===== src/rtl/ddr_rd_arbiter.sv =====
// ddr_rd_arbiter: shares the DDR read-burst channel between the ISA fetch
// requester and the data-path operand fetch requester. Grants are round-robin
// and last one complete burst. Returned beats are steered to the current owner.
// A watchdog aborts a burst that stops delivering beats.
module ddr_rd_arbiter #(
    parameter int DDR_ADDR_WIDTH = 28,
    parameter int DDR_DATA_WIDTH = 32,
    parameter int ISA_WIDTH      = 30,
    parameter int LEN_WIDTH      = 10,
    parameter int TIMEOUT        = 1024
) (
    input  logic                      clk,
    input  logic                      rst,

    input  logic                      isa_rd_req,
    input  logic [DDR_ADDR_WIDTH-1:0] isa_rd_addr,
    input  logic [LEN_WIDTH-1:0]      isa_rd_len,
    output logic [ISA_WIDTH-1:0]      isa_rd_data,
    output logic                      isa_rd_valid,
    output logic [LEN_WIDTH-1:0]      isa_rd_cnt,
    output logic                      isa_rd_done,

    input  logic                      dat_rd_req,
    input  logic [DDR_ADDR_WIDTH-1:0] dat_rd_addr,
    input  logic [LEN_WIDTH-1:0]      dat_rd_len,
    output logic [DDR_DATA_WIDTH-1:0] dat_rd_data,
    output logic                      dat_rd_valid,
    output logic [LEN_WIDTH-1:0]      dat_rd_cnt,
    output logic                      dat_rd_done,

    output logic                      rd_burst_req,
    output logic [DDR_ADDR_WIDTH-1:0] rd_burst_addr,
    output logic [LEN_WIDTH-1:0]      rd_burst_len,
    input  logic [DDR_DATA_WIDTH-1:0] rd_burst_data,
    input  logic                      rd_burst_data_valid,
    input  logic                      rd_burst_finish,

    output logic                      rd_err,
    output logic [1:0]                owner,
    output logic [1:0]                st_cur_arb
);

    // Watchdog is wide enough to hold TIMEOUT itself.
    localparam int WD_W = $clog2(TIMEOUT + 1);
    localparam logic [WD_W-1:0] WD_LAST = WD_W'(TIMEOUT - 1);

    localparam logic [1:0] OWN_NONE = 2'b00;
    localparam logic [1:0] OWN_ISA  = 2'b01;
    localparam logic [1:0] OWN_DAT  = 2'b10;

    typedef enum logic [1:0] {
        IDLE  = 2'd0,
        GRANT = 2'd1,
        BURST = 2'd2,
        DONE  = 2'd3
    } state_t;

    state_t                    state_q, state_d;
    logic [1:0]                owner_q, owner_d;
    logic                      lg_dat_q, lg_dat_d;   // last grant went to data side
    logic [DDR_ADDR_WIDTH-1:0] addr_q, addr_d;
    logic [LEN_WIDTH-1:0]      len_q, len_d;
    logic                      breq_q, breq_d;
    logic [WD_W-1:0]           wd_q, wd_d;
    logic [ISA_WIDTH-1:0]      isa_data_q, isa_data_d;
    logic                      isa_valid_q, isa_valid_d;
    logic [LEN_WIDTH-1:0]      isa_cnt_q, isa_cnt_d;
    logic                      isa_done_q, isa_done_d;
    logic [DDR_DATA_WIDTH-1:0] dat_data_q, dat_data_d;
    logic                      dat_valid_q, dat_valid_d;
    logic [LEN_WIDTH-1:0]      dat_cnt_q, dat_cnt_d;
    logic                      dat_done_q, dat_done_d;
    logic                      err_q, err_d;

    // Arbitration and burst-termination terms.
    logic                 any_req, pick_isa;
    logic [LEN_WIDTH-1:0] sel_len, cur_cnt, cnt_inc;
    logic                 beat, last_beat, fin, expire, abort;

    // Round robin: on contention the requester that did not win last time goes.
    assign any_req  = isa_rd_req | dat_rd_req;
    assign pick_isa = isa_rd_req & (~dat_rd_req | lg_dat_q);
    assign sel_len  = pick_isa ? isa_rd_len : dat_rd_len;

    assign cur_cnt   = (owner_q == OWN_ISA) ? isa_cnt_q : dat_cnt_q;
    assign cnt_inc   = cur_cnt + 1'b1;
    assign beat      = (state_q == BURST) & rd_burst_data_valid;
    assign last_beat = beat & (cnt_inc == len_q);
    assign fin       = (state_q == BURST) & rd_burst_finish;
    assign expire    = (state_q == BURST) & (wd_q == WD_LAST);
    // Watchdog loses to a beat or finish arriving in the same cycle.
    assign abort     = expire & ~beat & ~fin;

    // Next-state logic of the arbitration FSM.
    always_comb begin
        state_d = state_q;
        unique case (state_q)
            IDLE:    if (any_req) state_d = (sel_len == '0) ? DONE : GRANT;
            GRANT:   state_d = BURST;
            BURST:   if (last_beat | fin | expire) state_d = DONE;
            DONE:    state_d = IDLE;
            default: state_d = IDLE;
        endcase
    end

    // Datapath next values: latch request, steer beats, pulse done/err.
    always_comb begin
        owner_d     = owner_q;
        lg_dat_d    = lg_dat_q;
        addr_d      = addr_q;
        len_d       = len_q;
        wd_d        = wd_q;
        isa_data_d  = isa_data_q;
        isa_cnt_d   = isa_cnt_q;
        dat_data_d  = dat_data_q;
        dat_cnt_d   = dat_cnt_q;
        isa_valid_d = 1'b0;
        dat_valid_d = 1'b0;
        isa_done_d  = 1'b0;
        dat_done_d  = 1'b0;
        err_d       = 1'b0;
        breq_d      = (state_d == BURST);
        unique case (state_q)
            IDLE: begin
                if (any_req) begin
                    owner_d = pick_isa ? OWN_ISA : OWN_DAT;
                    addr_d  = pick_isa ? isa_rd_addr : dat_rd_addr;
                    len_d   = sel_len;
                    wd_d    = '0;
                    if (pick_isa) isa_cnt_d = '0;
                    else          dat_cnt_d = '0;
                    // Zero-length burst never touches DDR; finish straight away.
                    if (sel_len == '0) begin
                        isa_done_d = pick_isa;
                        dat_done_d = ~pick_isa;
                    end
                end
            end
            GRANT: begin
                wd_d = wd_q + 1'b1;
            end
            BURST: begin
                if (beat) begin
                    wd_d = '0;
                    if (owner_q == OWN_ISA) begin
                        isa_data_d  = rd_burst_data[ISA_WIDTH-1:0];
                        isa_valid_d = 1'b1;
                        isa_cnt_d   = cnt_inc;
                    end else begin
                        dat_data_d  = rd_burst_data;
                        dat_valid_d = 1'b1;
                        dat_cnt_d   = cnt_inc;
                    end
                end else begin
                    wd_d = wd_q + 1'b1;
                end
                if (state_d == DONE) begin
                    isa_done_d = (owner_q == OWN_ISA);
                    dat_done_d = (owner_q == OWN_DAT);
                    err_d      = abort;
                end
            end
            DONE: begin
                lg_dat_d = (owner_q == OWN_DAT);
                owner_d  = OWN_NONE;
            end
            default: ;
        endcase
    end

    // State and output registers; async reset leaves everything quiet.
    always_ff @(posedge clk or negedge rst) begin
        if (!rst) begin
            state_q     <= IDLE;
            owner_q     <= OWN_NONE;
            lg_dat_q    <= 1'b1;
            addr_q      <= '0;
            len_q       <= '0;
            breq_q      <= 1'b0;
            wd_q        <= '0;
            isa_data_q  <= '0;
            isa_valid_q <= 1'b0;
            isa_cnt_q   <= '0;
            isa_done_q  <= 1'b0;
            dat_data_q  <= '0;
            dat_valid_q <= 1'b0;
            dat_cnt_q   <= '0;
            dat_done_q  <= 1'b0;
            err_q       <= 1'b0;
        end else begin
            state_q     <= state_d;
            owner_q     <= owner_d;
            lg_dat_q    <= lg_dat_d;
            addr_q      <= addr_d;
            len_q       <= len_d;
            breq_q      <= breq_d;
            wd_q        <= wd_d;
            isa_data_q  <= isa_data_d;
            isa_valid_q <= isa_valid_d;
            isa_cnt_q   <= isa_cnt_d;
            isa_done_q  <= isa_done_d;
            dat_data_q  <= dat_data_d;
            dat_valid_q <= dat_valid_d;
            dat_cnt_q   <= dat_cnt_d;
            dat_done_q  <= dat_done_d;
            err_q       <= err_d;
        end
    end

    assign isa_rd_data   = isa_data_q;
    assign isa_rd_valid  = isa_valid_q;
    assign isa_rd_cnt    = isa_cnt_q;
    assign isa_rd_done   = isa_done_q;
    assign dat_rd_data   = dat_data_q;
    assign dat_rd_valid  = dat_valid_q;
    assign dat_rd_cnt    = dat_cnt_q;
    assign dat_rd_done   = dat_done_q;
    assign rd_burst_req  = breq_q;
    assign rd_burst_addr = addr_q;
    assign rd_burst_len  = len_q;
    assign rd_err        = err_q;
    assign owner         = owner_q;
    assign st_cur_arb    = state_q;

endmodule


===== config.mk =====
export PLATFORM = sky130hd
export DESIGN_NAME = ddr_rd_arbiter
export DESIGN_NICKNAME = d
export VERILOG_FILES = /design/src/rtl/ddr_rd_arbiter.sv
export SDC_FILE = /design/constraint.sdc
export NUM_CORES = 1
export LEC_CHECK = 0
export BUFFER_PORTS_ARGS = -buffer_cell sky130_fd_sc_hd__buf_2
export CORE_ASPECT_RATIO = 0.9
export CORE_UTILIZATION = 28
export CTS_CLUSTER_DIAMETER = 30
export DETAILED_ROUTE_END_ITERATION = 10
export GPL_TIMING_DRIVEN = 0
export PLACE_DENSITY_LB_ADDON = 0.3
export SYNTH_ARGS = -nofsm -noshare
export SYNTH_HDL_FRONTEND = slang
export SYNTH_SLANG_ARGS = --single-unit
export TNS_END_PERCENT = 5

===== constraint.sdc =====
create_clock -name clk -period 4.1 [get_ports clk]
set_clock_uncertainty 0.2 [all_clocks]
set_input_delay 0.615 -clock clk [delete_from_list [all_inputs] [get_ports clk]]
set_output_delay 0.615 -clock clk [all_outputs]
set_load 0.005 [all_outputs]

==> results of run 1 <==
## worst min path at each step
stage,start,end,cells after the start
floorplan,rst,dat_rd_cnt[0],0
global placement,rd_burst_addr[10],rd_burst_addr[10],2
detailed placement,rd_burst_addr[17],rd_burst_addr[17],2
CTS,rd_burst_finish,rd_err,2
global route,rd_burst_finish,rd_err,2
finish,rd_burst_finish,rd_err,2
## final cells by class
type | instances | area [um2]
fillers | 2373 | 14500
flip-flops and latches | 142 | 3550
multi-input cells | 418 | 3000
repair buffers | 245 | 1260
clock buffers | 18 | 439
well taps | 302 | 378
clock inverters | 14 | 166
plain buffers | 34 | 145
inverters | 9 | 33.8
## routing by layer
metal | global-route usage (%) | vias to the layer above
met5 | 0 | -
met4 | 3.95 | 0
met3 | 3.98 | 16
met2 | 24.3 | 163
met1 | 22.1 | 2555
li1 | - | 2664
## worst reg2reg max path: stages (launching register included)
cell,delay (ns)
dfrtp_1,0.44
and2b_4,0.33
buf_2,0.27
nand2_1,0.09
nand2_1,0.06
ha_1,0.16
clkbuf_1,0.38
nand3_1,0.15
xor2_1,0.16
mux2i_1,0.25
xor2_1,0.14
nor4_1,0.24
nand4_1,0.21
o31ai_1,0.42
## power breakdown
| group | leakage [nW] | total [W] | switching, W | internal, W |
|---|---|---|---|---|
| Combinational | 2.49 | 0.00222 | 0.00117 | 0.00104 |
| Sequential | 1.82 | 0.00227 | 0.000328 | 0.00194 |
| Clock | 0.292 | 0.00159 | 0.000701 | 0.000888 |
| Total | 4.60 | 0.00608 | 0.00220 | 0.00387 |
## cell usage in the layout, fill, tap and decap left out, types with 3 or more instances in the layout
cell / n
a211o_1: 3
a211oi_1: 3
a21oi_1: 5
a22o_1: 12
a31oi_1: 3
and3_1: 4
buf_1: 3
buf_2: 244
buf_6: 3
clkbuf_1: 27
clkbuf_16: 17
dfrtp_1: 141
ha_1: 6
inv_1: 9
inv_6: 5
inv_8: 4
mux2_2: 68
mux2i_1: 53
nand2_1: 81
nand2b_1: 4
nand3_1: 14
nand4_1: 4
nor2_1: 22
nor2b_1: 5
nor3_1: 3
nor4_1: 8
o21ai_0: 65
o21ai_1: 6
o31ai_1: 3
xnor2_1: 15
xor2_1: 10
## kinds of logic after synthesis
| logic type | Yosys count | synth area share (%) |
|---|---|---|
| AOI/OAI and AO/OA | 110 | 9.82 |
| xor gates and xnor gates | 26 | 3.58 |
| adders and majority gates | 6 | 1.11 |
| buffers and inverters | 44 | 2.71 |
| DFF | 142 | 52.7 |
| muxes | 122 | 19.6 |
| and+or+nand+nor | 154 | 10.5 |
## what timing repair did
item | 4_1_cts | 5_1_grt
endpoints found under the setup margin | 0 | 2
hold buffers | 1 | 0
endpoints found under the hold margin | 52 | 0
## stage by stage
stage                     power [W]  hold WS [ns]  instance area (um2)  worst slack, ns  util [%]
after floorplan             0.00350         0.119                 6740             1.06         -
after detailed placement    0.00456         0.265                 8370            0.169      35.6
final                       0.00608         0.171                 8980            0.455      38.3
after global placement      0.00452         0.257                 8330         -0.00949      35.5
after global routing        0.00654         0.169                 8980            0.188      38.3
after CTS                   0.00619         0.146                 8980            0.142      38.3
## sequential cells by signal, summed over array words and instances, names as in the netlist, 10 cells and up
register	count
isa_rd_cnt	10
wd_q	11
rd_burst_addr	28
isa_rd_data	30
rd_burst_len	10
dat_rd_data	32
dat_rd_cnt	10
==> flow_metrics.py, run 1 <==
metrics = {
    "outcome": {
        "status": "finished, violations left",
        "violations": "design-rule violations",
    },
    "sta": {
        "finalSetupViolCount": 0,
        "tightest_slew_ns": 0.895,
        "rsz0062_at_grt": "false",
        "timing.slew.headroom_pct": 40.4,
        "setup-tns-final_ns": 0,
        "maxSlewViolCount": 0,
        "period_share_pct": 88.9,
        "max_freq_mhz": 274,
        "period_needed_ns": 3.64,
        "finalHoldViolCount": 0,
    },
    "detailed_routing": {
        "wl_met2_um": 8730,
        "drc_errors": 14,
        "met3_wirelength_um": 970,
        "top_layer_used": "met4",
        "drt_iter0_markers": 248,
        "first_pass_iters": 7,
        "finalWirelength_um": 19100,
        "wl_met1_um": 9150,
        "antenna_left": 0,
        "viasPerCell": 4.57,
        "vias": 5398,
        "wl_per_cell_um": 16.1,
    },
    "critical_path": {
        "crit_start": "owner[1]",
        "regToRegEndpoint": "dat_rd_done",
        "cp_num_buf_inv": 2,
        "cpLargestDelayFamily": "simple AND/OR/NAND/NOR gates",
        "startpoint_type": "register",
        "cp.depth": 13,
        "r2r_slack_ns": 0.46,
        "crit_chain": "and2b_4 > buf_2 > nand2_1 > nand2_1 > ha_1 > clkbuf_1 > nand3_1 > xor2_1 > mux2i_1 > xor2_1 > nor4_1 > nand4_1 > o31ai_1",
        "cp-endpoint": "dat_rd_done",
        "critical_path_arrival_ns": 3.73,
        "rr_startpoint": "owner[1]",
        "endpoint_kind": "register",
        "worstPathRequired_ns": 4.18,
        "crit_path_max_incr_delay_ns": 0.44,
        "reg2reg_depth": 13,
        "critical-path-slowest-cell": "dfrtp_1",
        "critPathMaxFanout": 10,
        "criticalPathCategory": "register to register",
    },
    "synthesis": {
        "ys_top_cells_by_area": "dfrtp_1 (52%), mux2_2 (11%), mux2i_1 (7.9%), o21ai_0 (4.8%), nand2_1 (4.5%)",
        "yosysSeqAreaShare_pct": 52.7,
        "ys.warnings.count": 0,
        "synth_area_leader_cell": "dfrtp_1",
        "ys_types": 47,
        "ys.flop_type": "dfrtp_1",
        "synth-edff-count": 0,
        "syn_nets": 724,
        "synth_cells": 604,
        "netlist_top_cells_count": "dfrtp_1 (141), nand2_1 (81), mux2_2 (68)",
        "synth.avg_cell_area_um2": 11.2,
        "async_reset_ff_share_pct": 100,
        "synth_top_area_share_pct": 52.3,
        "ys_seq_elements": 142,
        "post-synth-top-count-cell": "dfrtp_1",
        "netlist_area_um2": 6740,
    },
    "floorplan": {
        "num_io_pins": 244,
        "chipWidth_um": 166,
        "rows": 53,
        "start_util_pct": 28.7,
        "die_h_um": 149,
        "core_area_um2": 23500,
        "die_area_um2": 24700,
    },
    "job": {
        "maxCapViolCount": 0,
    },
    "placed_design": {
        "dp_cells": 1150,
        "dp_hpwl_um": 14300,
        "portBuffers": 243,
        "gp_congestion": 0.783,
    },
    "global_routing": {
        "antenna_found_initial": 0,
        "grt_usage_pct": 15.8,
        "grt_max_degree": 91,
        "grt_pass1_vias": 5275,
        "gr-total-overflow": 0,
        "grt_pass1_wl_um": 29700,
    },
    "clocking": {
        "cts_made_buffers": 17,
        "cts_buffer_depth": 2,
        "cts_sinks": 142,
        "cts_tree": "done",
        "clkTransAtPathRegs_ns": 0.07,
        "htree_levels": 4,
        "cts-root-buf": "clkbuf_16",
        "insertion_delay_ns": 0.43,
        "post_cts_buffers": 0,
        "ctsResizeCount": 0,
    },
    "power": {
        "p_leak_nw": 4.60,
        "cellPowerDensity_nw_per_um2": 677,
        "ir_drop_uv": 305,
    },
    "min_path": {
        "hold_path_class": "input pin to register",
    },
    "layout": {
        "nNetsFinal": 987,
        "final_cell_count_no_fill": 1182,
        "n_antenna_cell": 0,
        "area_growth_pct": 33.2,
        "drive_gt1_share_pct": 40.5,
    },
}
No activity file was read; power rests on OpenSTA's default activity.
==> run 2, diff against run 1 <==
- CTS_BUF_LIST: unset -> sky130_fd_sc_hd__clkbuf_2 sky130_fd_sc_hd__clkbuf_4 sky130_fd_sc_hd__clkbuf_8
- GPL_ROUTABILITY_DRIVEN: unset -> 0
==> run 2 against run 1 <==
The run still ends with design-rule violations left. Setup slack improved by 0.016 ns. Combinational power about the same. First-iteration DRC count decreased by 2.0%. Core utilization decreased by 0.82 points. Die area unchanged. Clock power decreased by 26%. Register-to-register slack improved by 0.02 ns. Maximum frequency increased by 0.44%. Sequential share of layout area increased by 0.86 points. Cell count unchanged. Clock-buffer cell count unchanged.
==> flow_metrics.py, run 2 (synthesis gave the netlist of run 1 again) <==
metrics = {
    "critical_path": {
        "crit_path_max_incr_delay_ns": 0.44,
        "cp_num_buf_inv": 2,
        "critical_path_arrival_ns": 3.73,
        "critPathMaxFanout": 10,
        "crit_chain": "and2b_4 > buf_2 > nand2_1 > nand2_1 > ha_1 > clkbuf_1 > nand3_1 > xor2_1 > mux2i_1 > xor2_1 > nor4_1 > nand4_1 > o31ai_1",
        "worstPathRequired_ns": 4.20,
        "regToRegEndpoint": "dat_rd_done",
        "cpLargestDelayFamily": "simple AND/OR/NAND/NOR gates",
        "startpoint_type": "register",
        "critical-path-slowest-cell": "dfrtp_1",
        "reg2reg_depth": 13,
        "rr_startpoint": "owner[1]",
        "criticalPathCategory": "register to register",
        "endpoint_kind": "register",
        "r2r_slack_ns": 0.47,
    },
    "floorplan": {
        "core_area_um2": 23500,
        "chipWidth_um": 166,
        "num_io_pins": 244,
        "die_area_um2": 24700,
        "die_h_um": 149,
        "start_util_pct": 28.7,
        "rows": 53,
    },
    "power": {
        "cellPowerDensity_nw_per_um2": 644,
        "ir_drop_uv": 212,
        "internal_power_w": 0.00351,
        "p_switching_w": 0.00215,
        "pwr-share-clk_pct": 20.8,
        "p_leak_nw": 4.51,
        "combPwrFrac_pct": 39.1,
        "pwr-share-seq_pct": 40.1,
        "switching_share_pct": 37.9,
    },
    "layout": {
        "final_common_cell": "buf_2",
        "nNetsFinal": 987,
        "regArea_um2": 3550,
        "final_cell_count_no_fill": 1182,
        "fin_util_pct": 37.4,
        "multi_input_area_um2": 3000,
        "area_growth_pct": 30.4,
        "n_fill_cell": 2391,
        "final_area_um2": 8790,
        "drive_gt1_share_pct": 40.5,
        "n_antenna_cell": 0,
        "largest_register_ffs": 32,
        "layout_common_cells": "buf_2 (244), dfrtp_1 (141), nand2_1 (81)",
    },
    "min_path": {
        "min-delay-start": "rd_burst_finish",
        "hold_depth": 2,
        "hold_path_class": "input pin to register",
        "hold_end": "rd_err",
    },
    "global_routing": {
        "grt_pass1_wl_um": 29700,
        "grt_usage_pct": 15.9,
        "grt_pass1_vias": 5281,
        "gr-total-overflow": 0,
        "grt_max_degree": 91,
        "antenna_found_initial": 0,
    },
    "placed_design": {
        "dp_hpwl_um": 14300,
        "portBuffers": 243,
        "dp_cells": 1150,
        "dp_slack_ns": 0.169,
        "post_dp_cell_area_um2": 8370,
    },
    "outcome": {
        "status": "finished, violations left",
        "violations": "design-rule violations",
    },
    "detailed_routing": {
        "drc_errors": 14,
        "finalWirelength_um": 19000,
        "drt_iter0_markers": 243,
        "viasPerCell": 4.57,
        "antenna_left": 0,
        "wl_per_cell_um": 16.1,
        "first_pass_iters": 7,
        "vias": 5400,
    },
    "sta": {
        "period_share_pct": 88.5,
        "maxSlewViolCount": 0,
        "max_freq_mhz": 276,
        "worst_hold_slack_ns": 0.144,
        "tightest_slew_ns": 0.882,
        "timing.slew.headroom_pct": 41.2,
        "period_needed_ns": 3.63,
        "finalSetupViolCount": 0,
        "finalHoldViolCount": 0,
        "rsz0062_at_grt": "false",
        "fin_ws_ns": 0.471,
    },
    "clocking": {
        "cts_made_buffers": 17,
        "cts_buffer_depth": 2,
        "ctsResizeCount": 0,
        "insertion_delay_ns": 0.45,
        "cts-root-buf": "clkbuf_8",
        "clkTransAtPathRegs_ns": 0.09,
        "post_cts_buffers": 0,
        "cts_sinks": 142,
        "cts_tree": "done",
        "htree_levels": 4,
    },
    "job": {
        "maxCapViolCount": 0,
    },
}
-- run 2: cell counts in the layout (fill, tap and decap cells not counted) --
No cell type changed its count.
-- run 2: worst max-delay path by stage --
stage	slack, ns	cells past startpoint	startpoint	end
4_1_cts	0.14	15	owner[1]	dat_rd_done
3_3_place_gp	-0.009	1	rst	isa_rd_data[29]
6_report	0.47	13	owner[1]	dat_rd_done
3_5_place_dp	0.17	15	owner[1]	dat_rd_done
5_1_grt	0.19	13	owner[1]	dat_rd_done
2_1_floorplan	1.06	15	owner[1]	dat_rd_done
-- run 2: what timing repair did --
action	in CTS	in global routing
hold endpoints to repair	52	0
setup endpoints to repair	0	2
hold buffers	1	0
-- run 2: per-stage QoR --
stage | total power (W) | TNS [ns]
detailed placement | 0.00456 | 0
global placement | 0.00452 | -0.223
CTS | 0.00577 | 0
finish | 0.00566 | 0
global route | 0.00613 | 0
floorplan | 0.00350 | 0
-- run 2: per-layer routing --
| layer | track usage (%) | routed length [um] | up-vias |
|---|---|---|---|
| met5 | 0 | 0 | - |
| met4 | 5.18 | 235 | 0 |
| met3 | 3.39 | 920 | 14 |
| met2 | 24.4 | 8750 | 161 |
| met1 | 22.0 | 9120 | 2563 |
| li1 | - | - | 2662 |
-- run 2: final cells by class --
class | instances | area share, %
sequential | 142 | 40.4
multi-input combinational | 418 | 34.2
timing repair buffer | 245 | 14.3
tap | 302 | 4.30
clock buffer | 18 | 2.82
clock inverter | 14 | 1.89
buffer | 34 | 1.65
inverter | 9 | 0.384
-- run 2: worst register-to-register path: stages (launching register included) --
cell      delay [ns]
dfrtp_1         0.44
and2b_4         0.33
buf_2           0.26
nand2_1         0.09
nand2_1         0.06
ha_1            0.16
clkbuf_1        0.37
nand3_1         0.15
xor2_1          0.16
mux2i_1         0.25
xor2_1          0.14
nor4_1          0.24
nand4_1         0.20
o31ai_1         0.43
-- run 2: power groups by stage --
stage / clock [W] / sequential (W) / combinational [W]
finish: 0.00118 / 0.00227 / 0.00222
global route: 0.00129 / 0.00235 / 0.00249
CTS: 0.00123 / 0.00227 / 0.00227
detailed placement: 0 / 0.00229 / 0.00227
global placement: 0 / 0.00228 / 0.00224
floorplan: 0 / 0.00230 / 0.00119
==> run 3, diff against run 2 <==
- CORE_MARGIN: unset -> 2
- CTS_BUF_LIST: sky130_fd_sc_hd__clkbuf_2 sky130_fd_sc_hd__clkbuf_4 sky130_fd_sc_hd__clkbuf_8 -> sky130_fd_sc_hd__clkbuf_16
- clock period: 4.1 -> 3.5 ns (I/O delays scaled with it)
==> run 3 against run 2 <==
The flow still finishes with violations (design-rule violations). Largest power group unchanged. Maximum frequency rose by 11%. Register-to-register slack got worse by 0.25 ns. Setup slack worse by 0.25 ns. Sequential cell count stayed put. Clock power rose by 45%. Cell count grew 0.25%. Power is 23% higher. Highest routed layer unchanged. Largest cell class unchanged.
==> flow_metrics.py, run 3 (synthesis gave the netlist of run 1 again) <==
metrics = {
    "global_routing": {
        "grt_pass1_wl_um": 29600,
        "grt_max_degree": 93,
        "antenna_found_initial": 0,
        "gr-total-overflow": 0,
        "grt_pass1_vias": 5382,
        "grt_usage_pct": 15.1,
    },
    "detailed_routing": {
        "vias": 5470,
        "wl_per_cell_um": 16.2,
        "viasPerCell": 4.62,
        "antenna_left": 0,
        "finalWirelength_um": 19200,
        "drt_iter0_markers": 218,
        "drc_errors": 6,
        "first_pass_iters": 7,
    },
    "outcome": {
        "violations": "design-rule violations",
        "status": "finished, violations left",
    },
    "power": {
        "ir_drop_uv": 293,
        "cellPowerDensity_nw_per_um2": 780,
        "p_leak_nw": 4.59,
    },
    "floorplan": {
        "die_area_um2": 25300,
        "num_io_pins": 244,
        "core_area_um2": 23500,
        "chipWidth_um": 168,
        "rows": 53,
        "die_h_um": 151,
        "start_util_pct": 28.7,
    },
    "min_path": {
        "min-delay-start": "rd_burst_finish",
        "hold_path_class": "input pin to register",
    },
    "clocking": {
        "cts_tree": "done",
        "cts_made_buffers": 17,
        "htree_levels": 4,
        "clkTransAtPathRegs_ns": 0.07,
        "cts-root-buf": "clkbuf_16",
        "insertion_delay_ns": 0.41,
        "cts_buffer_depth": 2,
        "cts_sinks": 142,
    },
    "critical_path": {
        "rr_startpoint": "owner[1]",
        "critical-path-slowest-cell": "dfrtp_1",
        "worstPathRequired_ns": 3.60,
        "startpoint_type": "register",
        "critical_path_arrival_ns": 3.38,
        "critPathMaxFanout": 10,
        "crit_chain": "and2b_4 > clkbuf_4 > nand2_1 > nand2_1 > ha_1 > clkbuf_2 > nand3_1 > xor2_1 > mux2i_2 > xor2_1 > nor4_1 > nand4_1 > o31ai_2",
        "endpoint_kind": "register",
        "cpLargestDelayFamily": "simple AND/OR/NAND/NOR gates",
        "r2r_slack_ns": 0.22,
        "crit_start": "owner[1]",
        "criticalPathCategory": "register to register",
        "cp_num_buf_inv": 2,
        "crit_path_max_incr_delay_ns": 0.43,
    },
    "sta": {
        "period_needed_ns": 3.28,
        "maxSlewViolCount": 0,
        "finalSetupViolCount": 0,
        "timing.slew.headroom_pct": 38.5,
        "max_freq_mhz": 305,
        "tightest_slew_ns": 0.922,
        "finalHoldViolCount": 0,
        "period_share_pct": 93.7,
        "rsz0062_at_grt": "false",
        "setup-tns-final_ns": 0,
    },
    "layout": {
        "fin_util_pct": 38.2,
        "area_growth_pct": 32.9,
        "drive_gt1_share_pct": 41.0,
        "layout_common_cells": "buf_2 (243), dfrtp_1 (141), nand2_1 (81)",
        "nNetsFinal": 990,
        "n_antenna_cell": 0,
        "largest_register_ffs": 32,
        "final_common_cell": "buf_2",
    },
    "placed_design": {
        "dp_hpwl_um": 14600,
        "portBuffers": 243,
    },
    "job": {
        "maxCapViolCount": 0,
    },
}
## run 3: final timing paths
| path | endpoint | cells past startpoint |
|---|---|---|
| worst max register to register | dat_rd_done | 13 |
| worst min register to register | rd_burst_addr[16] | 2 |
| worst max-delay path | dat_rd_done | 13 |
| max in group asynchronous | isa_rd_data[24] | 3 |
| min in group asynchronous | rd_burst_addr[0] | 2 |
| worst min-delay path | rd_err | 2 |
## run 3: power breakdown
group / switching [W] / internal, W / leakage, nW
combinational: 0.00139 / 0.00123 / 2.51
clock: 0.000785 / 0.000927 / 0.262
sequential: 0.000380 / 0.00228 / 1.82
## run 3: area by class of cell
cell class | count | area [um2]
tap | 302 | 378
fill | 2409 | 14500
clock inverter | 15 | 121
multi-input combinational | 418 | 3020
clock buffer | 17 | 425
inverter | 9 | 33.8
sequential | 142 | 3550
timing repair buffer | 248 | 1280
buffer | 34 | 149
## run 3: through the flow
step | total power [W] | hold slack (ns) | instances | worst slack [ns] | area [um2]
detailed placement | 0.00534 | 0.265 | 1150 | -0.423 | 8370
CTS | 0.00710 | 0.0899 | 1182 | 0.0453 | 8920
global placement | 0.00530 | 0.257 | 1149 | -0.496 | 8330
finish | 0.00699 | 0.124 | 1185 | 0.221 | 8960
floorplan | 0.00410 | 0.0294 | 604 | 0.462 | 6740
global route | 0.00753 | 0.0954 | 1185 | 0.0300 | 8960
## run 3: per-layer routing
metal | track usage, % | vias to the layer above | share of wire (%)
met3 | 3.81 | 12 | 5.2
li1 | - | 2673 | -
met4 | 3.96 | 0 | 1.1
met2 | 24.4 | 177 | 47
met1 | 20.3 | 2608 | 47
met5 | 0 | - | 0
## run 3: timing repair
| item | in CTS | in global routing |
|---|---|---|
| endpoints found under the hold margin | 50 | 0 |
| pin swaps | 0 | 4 |
| setup endpoints to repair | 4 | 2 |
| hold buffers | 1 | 0 |
| setup buffers | 0 | 3 |
| gates resized for setup | 1 | 4 |
